## config.mk

```make
export PLATFORM = sky130hd
export DESIGN_NAME = clock_display_scan
export DESIGN_NICKNAME = d
export VERILOG_FILES = /design/src/rtl/clock_disp_pkg.sv /design/src/rtl/scan_timer.sv /design/src/rtl/clock_display_scan.sv
export SDC_FILE = /design/constraint.sdc
export NUM_CORES = 1
export LEC_CHECK = 0
export BUFFER_PORTS_ARGS = -buffer_cell sky130_fd_sc_hd__buf_2
export CAP_MARGIN = 40
export CORE_MARGIN = 3
export CORE_UTILIZATION = 32
export CTS_BUF_LIST = sky130_fd_sc_hd__clkbuf_4 sky130_fd_sc_hd__clkbuf_8
export CTS_CLUSTER_SIZE = 14
export DETAILED_ROUTE_END_ITERATION = 8
export PLACE_DENSITY = 0.55
export SLEW_MARGIN = 40
export SYNTH_ARGS = -nofsm -noshare
export SYNTH_HDL_FRONTEND = slang
export SYNTH_SLANG_ARGS = --single-unit
```

## constraint.sdc

```tcl
create_clock -name clk -period 4.3 [get_ports clk]
set_clock_uncertainty 0.1 [all_clocks]
set_input_delay 0.645 -clock clk [delete_from_list [all_inputs] [get_ports clk]]
set_output_delay 0.645 -clock clk [all_outputs]
set_load 0.05 [all_outputs]
```

## src/rtl/clock_disp_pkg.sv

```systemverilog
// Shared constants for the clock display path: digit slot map, colon slots
// and the RTC core's 7-segment encodings (bit0 = a ... bit6 = g, 1 = lit).
package clock_disp_pkg;

    localparam int unsigned NUM_DIGITS = 6;

    typedef logic [2:0] slot_t;

    localparam slot_t SLOT_SL   = 3'd0;
    localparam slot_t SLOT_SM   = 3'd1;
    localparam slot_t SLOT_ML   = 3'd2;
    localparam slot_t SLOT_MM   = 3'd3;
    localparam slot_t SLOT_HL   = 3'd4;
    localparam slot_t SLOT_HM   = 3'd5;
    localparam slot_t LAST_SLOT = SLOT_HM;

    localparam slot_t COLON_SLOT_A = 3'd2;
    localparam slot_t COLON_SLOT_B = 3'd4;

    localparam logic [6:0] SEG_ZERO  = 7'h3F;
    localparam logic [6:0] SEG_ONE   = 7'h06;
    localparam logic [6:0] SEG_TWO   = 7'h5B;
    localparam logic [6:0] SEG_THREE = 7'h4F;
    localparam logic [6:0] SEG_FOUR  = 7'h66;
    localparam logic [6:0] SEG_FIVE  = 7'h6D;
    localparam logic [6:0] SEG_SIX   = 7'h7D;
    localparam logic [6:0] SEG_SEVEN = 7'h07;
    localparam logic [6:0] SEG_EIGHT = 7'h7F;
    localparam logic [6:0] SEG_NINE  = 7'h6F;

    function automatic logic [NUM_DIGITS-1:0] slot_onehot(input slot_t slot);
        logic [NUM_DIGITS-1:0] oh;
        oh       = '0;
        oh[slot] = 1'b1;
        return oh;
    endfunction

endpackage

```

## src/rtl/scan_timer.sv

```systemverilog
// Digit-slot sequencer: prescale counter pc, slot index s, and the
// frame snapshot strobe raised while pc and s are both zero.
module scan_timer
    import clock_disp_pkg::*;
#(
    parameter int unsigned PRESCALE = 4,
    parameter int unsigned PC_W     = $clog2(PRESCALE)
) (
    input  logic            clk,
    input  logic            rst,
    output logic [PC_W-1:0] pc,
    output slot_t           s,
    output logic            snap
);

    logic [PC_W-1:0] pc_q;
    slot_t           s_q;

    always_ff @(posedge clk or negedge rst) begin
        if (!rst) begin
            pc_q <= '0;
            s_q  <= SLOT_SL;
        end else if (pc_q == PC_W'(PRESCALE - 1)) begin
            pc_q <= '0;
            s_q  <= (s_q == LAST_SLOT) ? SLOT_SL : s_q + 3'd1;
        end else begin
            pc_q <= pc_q + PC_W'(1);
        end
    end

    assign pc   = pc_q;
    assign s    = s_q;
    assign snap = (pc_q == '0) && (s_q == SLOT_SL);

endmodule

```

## src/rtl/clock_display_scan.sv

```systemverilog
// Multiplexed 6-digit 7-segment driver: per-frame input snapshot, guard
// interval at the start of each slot, hours-tens blanking and colon dp.
module clock_display_scan
    import clock_disp_pkg::*;
#(
    parameter int unsigned PRESCALE = 4,
    parameter int unsigned GUARD    = 1
) (
    input  logic                  clk,
    input  logic                  rst,
    input  logic [6:0]            sl,
    input  logic [6:0]            sm,
    input  logic [6:0]            ml,
    input  logic [6:0]            mm,
    input  logic [6:0]            hl,
    input  logic [6:0]            hm,
    input  logic                  blank_hm,
    input  logic                  colon_on,
    output logic [6:0]            seg,
    output logic                  dp,
    output logic [NUM_DIGITS-1:0] an,
    output logic                  frame_start
);

    localparam int unsigned PC_W = $clog2(PRESCALE);

    logic [PC_W-1:0] pc;
    slot_t           s;
    logic            snap;

    scan_timer #(
        .PRESCALE(PRESCALE),
        .PC_W    (PC_W)
    ) u_scan_timer (
        .clk (clk),
        .rst (rst),
        .pc  (pc),
        .s   (s),
        .snap(snap)
    );

    // Inputs are only sampled here, so a frame never mixes two time values.
    logic [6:0] fb_q [NUM_DIGITS];

    always_ff @(posedge clk or negedge rst) begin
        if (!rst) begin
            for (int i = 0; i < NUM_DIGITS; i++) begin
                fb_q[i] <= '0;
            end
        end else if (snap) begin
            fb_q[SLOT_SL] <= sl;
            fb_q[SLOT_SM] <= sm;
            fb_q[SLOT_ML] <= ml;
            fb_q[SLOT_MM] <= mm;
            fb_q[SLOT_HL] <= hl;
            fb_q[SLOT_HM] <= hm;
        end
    end

    logic                  blank;
    logic                  active;
    logic [NUM_DIGITS-1:0] an_d;
    logic [6:0]            seg_d;
    logic                  dp_d;

    always_comb begin
        blank  = (s == SLOT_HM) && blank_hm && (fb_q[SLOT_HM] == SEG_ZERO);
        active = (32'(pc) >= GUARD) && !blank;
        an_d   = '0;
        seg_d  = '0;
        dp_d   = 1'b0;
        if (active) begin
            an_d  = slot_onehot(s);
            seg_d = fb_q[s];
            dp_d  = colon_on && ((s == COLON_SLOT_A) || (s == COLON_SLOT_B));
        end
    end

    always_ff @(posedge clk or negedge rst) begin
        if (!rst) begin
            an          <= '0;
            seg         <= '0;
            dp          <= 1'b0;
            frame_start <= 1'b0;
        end else begin
            an          <= an_d;
            seg         <= seg_d;
            dp          <= dp_d;
            frame_start <= snap;
        end
    end

endmodule

```

* Yosys cells after proc, flatten, opt, wreduce, memory -nomap -nowiden
Cells that the tools add are included.
W data, S select, Z words.
** Word-level totals
- Bits in registers :: 62
- Input port bits :: 46
- Output and inout bits :: 15
** Operators by class
- Bitwise operators :: 1
- Magnitude comparators :: 4
- Muxes and demuxes :: 10
- Reductions and logical operators :: 10
- Add/subtract/negate cells :: 2
- Eq/ne operators :: 5
** Operators by type and width (count)
- $bmux W7 S3 :: 1
- $mux W7 :: 3
- $eq A7 B6 Y1 const B :: 1
- $eq A3 B3 Y1 const B :: 2
- $logic_and A1 B1 Y1 :: 6
- $mux W6 :: 1
- $ge A4 B4 Y1 const B :: 1
- $lt A3 B4 Y1 const B :: 1
- $not A3 Y4 :: 1
- $add A3 B1 Y3 const B :: 1
- $demux W1 S3 :: 1
- $eq A3 B2 Y1 const B :: 1
- $ge A3 B1 Y1 const B :: 1
- $logic_not A3 Y1 :: 1
- $mux W3 :: 1
- $add A2 B1 Y2 const B :: 1
- $eq A2 B2 Y1 const B :: 1
- $ge A2 B1 Y1 const B :: 1
- $logic_not A2 Y1 :: 1
- $mux W1 :: 2
- $mux W2 :: 1
- $logic_not A1 Y1 :: 1
- $logic_or A1 B1 Y1 :: 1

* Logic depth before layout (Yosys ltp)
- Depth in word-level cells :: 6
- Depth in mapped cells :: 5
- Depth with buffers taken out :: 4

* By module
A second synthesis with hierarchy kept.
** Second synthesis, totals
- Cell total of the unflattened synthesis :: 177
- Area, all modules :: 2651.3 µm²
** Modules (own cells, without submodules)
- clock_display_scan :: instances 1, cells each 160, area an instance 2426.1 µm², sequential area each 1426.4 µm²
- scan_timer :: instances 1, cells each 17, area an instance 225.2 µm², sequential area each 125.1 µm²

* Worst setup path after synthesis
OpenSTA, ideal clock, no wires.
- Path kind :: register to register
- Start point :: register u_scan_timer.pc_q[0] (netlist: u_scan_timer.pc[0])
- End point :: register fb_q[0] (netlist name)
- Stages on the path, launching flop included :: 6
- Arrival :: 1.516 ns
- Slack :: 2.559 ns
- Data required time :: 4.075 ns
- Library setup time :: 0.125 ns
- Cell sequence :: dfrtp_1 > inv_1 > ha_1 > nor4b_4 > buf_6 > mux2_2
** On the way
- Cells in the longest elaborated chain, start to end :: 2
** RTL lines
- from (decl) :: RTL line scan_timer.sv:16 : logic [PC_W-1:0] pc_q;
- from (signal assigned) :: RTL line scan_timer.sv:27 : pc_q <= pc_q + PC_W'(1);
- $logic_not A2 Y1 :: RTL line scan_timer.sv:33 : assign snap = (pc_q == '0) && (s_q == SLOT_SL);
- $logic_and A1 B1 Y1 :: RTL line scan_timer.sv:33
- to (signal, indexed assignment) :: RTL line clock_display_scan.sv:51 : fb_q[SLOT_SL] <= sl;
- to (signal, indexed assignment) :: RTL line clock_display_scan.sv:52 : fb_q[SLOT_SM] <= sm;
- to (signal, indexed assignment) :: RTL line clock_display_scan.sv:53 : fb_q[SLOT_ML] <= ml;
- to (decl) :: RTL line clock_display_scan.sv:43 : logic [6:0] fb_q [NUM_DIGITS];
No other way between the ends.
A chain may end at the register's enable or synchronous reset.

* Worst setup path after layout
- Start point :: register u_scan_timer.s_q[0] (netlist: u_scan_timer.s[0])
- End point :: register fb_q[38] (netlist name)
** On the way
- Cells in the longest elaborated chain, start to end :: 2
** RTL lines
- from (decl) :: RTL line scan_timer.sv:17 : slot_t s_q;
- from (signal assigned) :: RTL line scan_timer.sv:25 : s_q <= (s_q == LAST_SLOT) ? SLOT_SL : s_q + 3'd1;
- $logic_not A3 Y1 :: RTL line scan_timer.sv:33
- $logic_and A1 B1 Y1 :: RTL line scan_timer.sv:33
No other way between the ends.

==> impl_metrics.prom <==
# TYPE chip_impl_metric gauge
chip_impl_metric{name="timing.final.hold_violations",unit=""} 0
chip_impl_metric{name="drc",unit=""} 0
chip_impl_info{name="cts_tree",value="yes"} 1
chip_impl_metric{name="worst_skew_pair.late_latency",unit="ps"} 340
chip_impl_info{name="clock-root-buffer",value="sky130_fd_sc_hd__clkbuf_8"} 1
chip_impl_metric{name="maximum_number_of_pins_on_one_net_before_global_route_repair",unit=""} 41
chip_impl_metric{name="share_of_post_route_cells_with_drive_strength_above_1",unit="%"} 52.2
chip_impl_metric{name="die_y",unit="um"} 97.3
chip_impl_metric{name="finalSetupTns",unit="ps"} 0
chip_impl_metric{name="yosys.area_share.adder",unit="%"} 1.41
chip_impl_info{name="min-delay-path-class",value="in -> async"} 1
chip_impl_info{name="critical-path-top-cell-by-count",value="sky130_fd_sc_hd__buf_4"} 1
chip_impl_metric{name="max_slew.worst_pin.slew",unit="ps"} 650
chip_impl_metric{name="worst_r2r_path_depth",unit=""} 4
chip_impl_metric{name="area_growth",unit="%"} 22.8
chip_impl_metric{name="io_pins",unit=""} 61
chip_impl_metric{name="synth_warnings",unit=""} 0
chip_impl_metric{name="critPathBufInv",unit=""} 2
chip_impl_info{name="criticalPathCategory",value="reg -> reg"} 1
chip_impl_metric{name="finalWirelength",unit="um"} 5340
chip_impl_metric{name="p_leak",unit="uW"} 0.00151
chip_impl_metric{name="synthMuxAreaShare",unit="%"} 24.1
chip_impl_metric{name="switchingPower",unit="uW"} 251
chip_impl_metric{name="post_cts_buffers",unit=""} 0
chip_impl_metric{name="crit_fanout",unit=""} 23
chip_impl_info{name="crit_family",value="buffers and inverters"} 1
chip_impl_metric{name="layout_nets",unit=""} 299
chip_impl_metric{name="post-route-cell-area",unit="um^2"} 3280
chip_impl_info{name="layout.cells.most_common_list",value="62 x sky130_fd_sc_hd__dfrtp_1, 59 x sky130_fd_sc_hd__buf_2, 51 x sky130_fd_sc_hd__mux2_2"} 1
chip_impl_metric{name="clock.fmax",unit="MHz"} 478
chip_impl_info{name="slowest_stage",value="sky130_fd_sc_hd__dfrtp_1"} 1
chip_impl_metric{name="post_cts.resized_instances",unit=""} 0
chip_impl_metric{name="synth_compound_gate_area_share",unit="%"} 6.19
chip_impl_metric{name="mappedNetlistNets",unit=""} 236
chip_impl_metric{name="report.final.setup_viol",unit=""} 0
chip_impl_metric{name="drt_first_pass_iters",unit=""} 4
chip_impl_metric{name="timing.critical_path.arrival",unit="ps"} 2220
chip_impl_metric{name="grt_pass1_vias",unit=""} 1728
chip_impl_metric{name="cap_viol_max_count",unit=""} 0
chip_impl_metric{name="cts-hold-fix-buffers",unit=""} 0
chip_impl_metric{name="synth_area_per_cell",unit="um^2"} 14.3
chip_impl_metric{name="switching_share",unit="%"} 19.7
chip_impl_metric{name="footprint_of_the_multi_input_gates",unit="um^2"} 1020
chip_impl_metric{name="use_met3",unit="%"} 4.52
chip_impl_metric{name="design.die.area",unit="um^2"} 9470
chip_impl_info{name="status",value="finished clean"} 1
chip_impl_metric{name="grt_first_pass_wirelength",unit="um"} 8900
chip_impl_metric{name="core.rowCount",unit=""} 32
chip_impl_info{name="rsz0062_at_grt",value="false"} 1
chip_impl_metric{name="route.detailed.vias_per_inst",unit=""} 4.64
chip_impl_metric{name="layout_worst_path_cycle_share",unit="%"} 48.7
chip_impl_metric{name="vdd.ir_drop.worst",unit="mV"} 0.160
chip_impl_info{name="synth_top_family_by_area",value="multiplexers"} 1
chip_impl_metric{name="synthSimpleGateAreaFrac",unit="%"} 6.14
chip_impl_info{name="grt.busiest_layer",value="met2"} 1
chip_impl_metric{name="cts.clk_slew.worst_paths",unit="ps"} 60
chip_impl_metric{name="synth_xor_area_share",unit="%"} 0.328
chip_impl_metric{name="dp_hpwl",unit="um"} 3920
chip_impl_metric{name="drt_iter0_drc",unit=""} 48
chip_impl_metric{name="power-per-cell-area",unit="nW/um^2"} 388
chip_impl_metric{name="antenna_cells",unit=""} 0
chip_impl_metric{name="grt_antenna_before_repair",unit=""} 0
chip_impl_metric{name="floorplan.initialDensity",unit="%"} 33.6
chip_impl_metric{name="fillers",unit=""} 782
chip_impl_info{name="cells_along_the_critical_path",value="buf_4 -> nor4b_4 -> buf_4 -> mux2_2"} 1
chip_impl_metric{name="final.min_clock_period",unit="ps"} 2090
chip_impl_metric{name="ant_nets",unit=""} 0
chip_impl_metric{name="global_route.overflow_total",unit=""} 0
chip_impl_metric{name="post_synth_num_cell_types",unit=""} 27
chip_impl_metric{name="cp_slowest_stage_delay",unit="ps"} 590
chip_impl_info{name="most_common_library_cell_in_the_layout_ignoring_fill_and_taps",value="sky130_fd_sc_hd__dfrtp_1"} 1
chip_impl_metric{name="cp.depth",unit=""} 4
chip_impl_metric{name="ys_ff_latch",unit=""} 62
chip_impl_metric{name="placement.cell_area",unit="um^2"} 3040
chip_impl_info{name="end_kind",value="flip-flop"} 1
chip_impl_metric{name="required_worst_endpoint",unit="ps"} 4420
chip_impl_metric{name="post_synthesis_sequential_area_ratio",unit="%"} 58.2
chip_impl_metric{name="groute.usage.overall",unit="%"} 12.1
chip_impl_metric{name="pwr-share-clk",unit="%"} 46.7
chip_impl_metric{name="port_buffers",unit=""} 60
chip_impl_metric{name="netlist_area",unit="um^2"} 2670
chip_impl_metric{name="final-max-slew-violation-count",unit=""} 0
chip_impl_metric{name="cts_inserted_buffers",unit=""} 9
chip_impl_metric{name="die_boundary_width",unit="um"} 97.3
chip_impl_metric{name="clock-sinks",unit=""} 62
chip_impl_metric{name="core-area",unit="um^2"} 7930
chip_impl_metric{name="seq_power_share",unit="%"} 48.3
chip_impl_metric{name="int_power",unit="uW"} 1020
chip_impl_metric{name="cts_buffer_depth",unit=""} 2
chip_impl_metric{name="syn-instance-count",unit=""} 187
chip_impl_info{name="worstSetupStartpointType",value="flip-flop"} 1
chip_impl_metric{name="grt_met1_usage",unit="%"} 15.7
chip_impl_metric{name="register_area",unit="um^2"} 1550
chip_impl_metric{name="max-slew-margin-rel",unit="%"} 56.6
chip_impl_metric{name="groute.layer.met2.usage",unit="%"} 18.4
chip_impl_metric{name="global_placement_routability_congestion",unit=""} 0.706
chip_impl_metric{name="part_of_the_power_in_combinational_logic",unit="%"} 5.0
chip_impl_metric{name="via_count",unit=""} 1655
chip_impl_metric{name="avgRoutedWirePerCell",unit="um"} 15.0
chip_impl_metric{name="h-tree-depth",unit=""} 3
## per-layer routing
| layer | part of all wire [%] | wire (um) | vias to the layer above |
|---|---|---|---|
| li1 | - | - | 795 |
| met3 | 5.9 | 317 | 10 |
| met2 | 46 | 2480 | 43 |
| met4 | 1.8 | 98 | 0 |
| met1 | 46 | 2450 | 807 |
| met5 | 0 | 0 | - |
## cell usage after synthesis
| cell | number | area, um^2 |
|---|---|---|
| sky130_fd_sc_hd__and4b_1 | 1 | 10.0 |
| sky130_fd_sc_hd__buf_2 | 4 | 20.0 |
| sky130_fd_sc_hd__buf_4 | 1 | 7.51 |
| sky130_fd_sc_hd__o211a_1 | 1 | 10.0 |
| sky130_fd_sc_hd__o211ai_1 | 7 | 52.6 |
| sky130_fd_sc_hd__xor2_1 | 1 | 8.76 |
| sky130_fd_sc_hd__ha_1 | 3 | 37.5 |
| sky130_fd_sc_hd__a41o_1 | 1 | 10.0 |
| sky130_fd_sc_hd__buf_6 | 5 | 56.3 |
| sky130_fd_sc_hd__dfrtp_1 | 62 | 1550 |
| sky130_fd_sc_hd__inv_1 | 2 | 7.51 |
| sky130_fd_sc_hd__o21ai_0 | 1 | 5.00 |
| sky130_fd_sc_hd__nor2b_1 | 2 | 12.5 |
| sky130_fd_sc_hd__a22oi_1 | 7 | 52.6 |
| sky130_fd_sc_hd__nor4_1 | 1 | 6.26 |
| sky130_fd_sc_hd__nand2b_1 | 9 | 56.3 |
| sky130_fd_sc_hd__nor3_1 | 2 | 10.0 |
| sky130_fd_sc_hd__nand2_1 | 3 | 11.3 |
| sky130_fd_sc_hd__and4_1 | 1 | 8.76 |
| sky130_fd_sc_hd__and2_1 | 1 | 6.26 |
| sky130_fd_sc_hd__nor2_1 | 5 | 18.8 |
| sky130_fd_sc_hd__mux2_1 | 6 | 67.6 |
| sky130_fd_sc_hd__a21oi_1 | 7 | 35.0 |
| sky130_fd_sc_hd__buf_1 | 1 | 3.75 |
| sky130_fd_sc_hd__clkbuf_1 | 1 | 3.75 |
| sky130_fd_sc_hd__nor4b_4 | 1 | 23.8 |
| sky130_fd_sc_hd__mux2_2 | 51 | 574 |
## stage by stage
step | total power (uW) | hold slack [ps] | util [%] | setup WS (ps) | instances
floorplan | 650 | 249 | - | 2560 | 187
global placement | 690 | 349 | 38.3 | 2230 | 341
detailed placement | 691 | 355 | 38.3 | 2200 | 341
CTS | 1290 | 177 | 41.3 | 2200 | 357
global route | 1320 | 201 | 41.3 | 2050 | 357
finish | 1270 | 171 | 41.3 | 2210 | 357
## area by class of cell
class	instances	share of cell area (%)
well taps	102	3.89
clock buffers	13	5.27
multi-input cells	111	31.1
inverters	2	0.229
clock inverters	3	1.99
repair buffers	64	10.2
flip-flops and latches	62	47.3
## power groups by stage
stage / clock network (uW) / registers [uW] / logic [uW]
final: 594 / 615 / 63.6
after floorplan: 0 / 621 / 28.5
after global routing: 635 / 617 / 72.1
after global placement: 0 / 626 / 64.3
after CTS: 610 / 615 / 65.8
after detailed placement: 0 / 626 / 65.6
## logic make-up (layout without fill, tap and decap cells)
group | after synthesis | in the layout
compound gates | 24 | 24
buf+inv | 14 | 82
xor+xnor | 1 | 1
mux | 57 | 57
flops | 62 | 62
fa+ha+maj | 3 | 3
simple gates | 26 | 26
## final timing paths
kind / startpoint / endpoint / slack (ps)
setup / recovery: u_scan_timer.s[0] / fb_q[38] / 2210
hold / removal: rst / fb_q[39] / 170
hold reg to reg: u_scan_timer.pc[0] / u_scan_timer.pc[0] / 360
min in group clk: u_scan_timer.pc[0] / u_scan_timer.pc[0] / 360
setup reg to reg: u_scan_timer.s[0] / fb_q[38] / 2210
max in group asynchronous: rst / fb_q[21] / 3230
## registers in the layout, indices dropped and copies added, names as in the netlist
signal / flops
fb_q: 42
u_scan_timer.s: 3
frame_start: 1
seg: 7
an: 6
dp: 1
u_scan_timer.pc: 2
No activity file was read; power rests on OpenSTA's default activity.
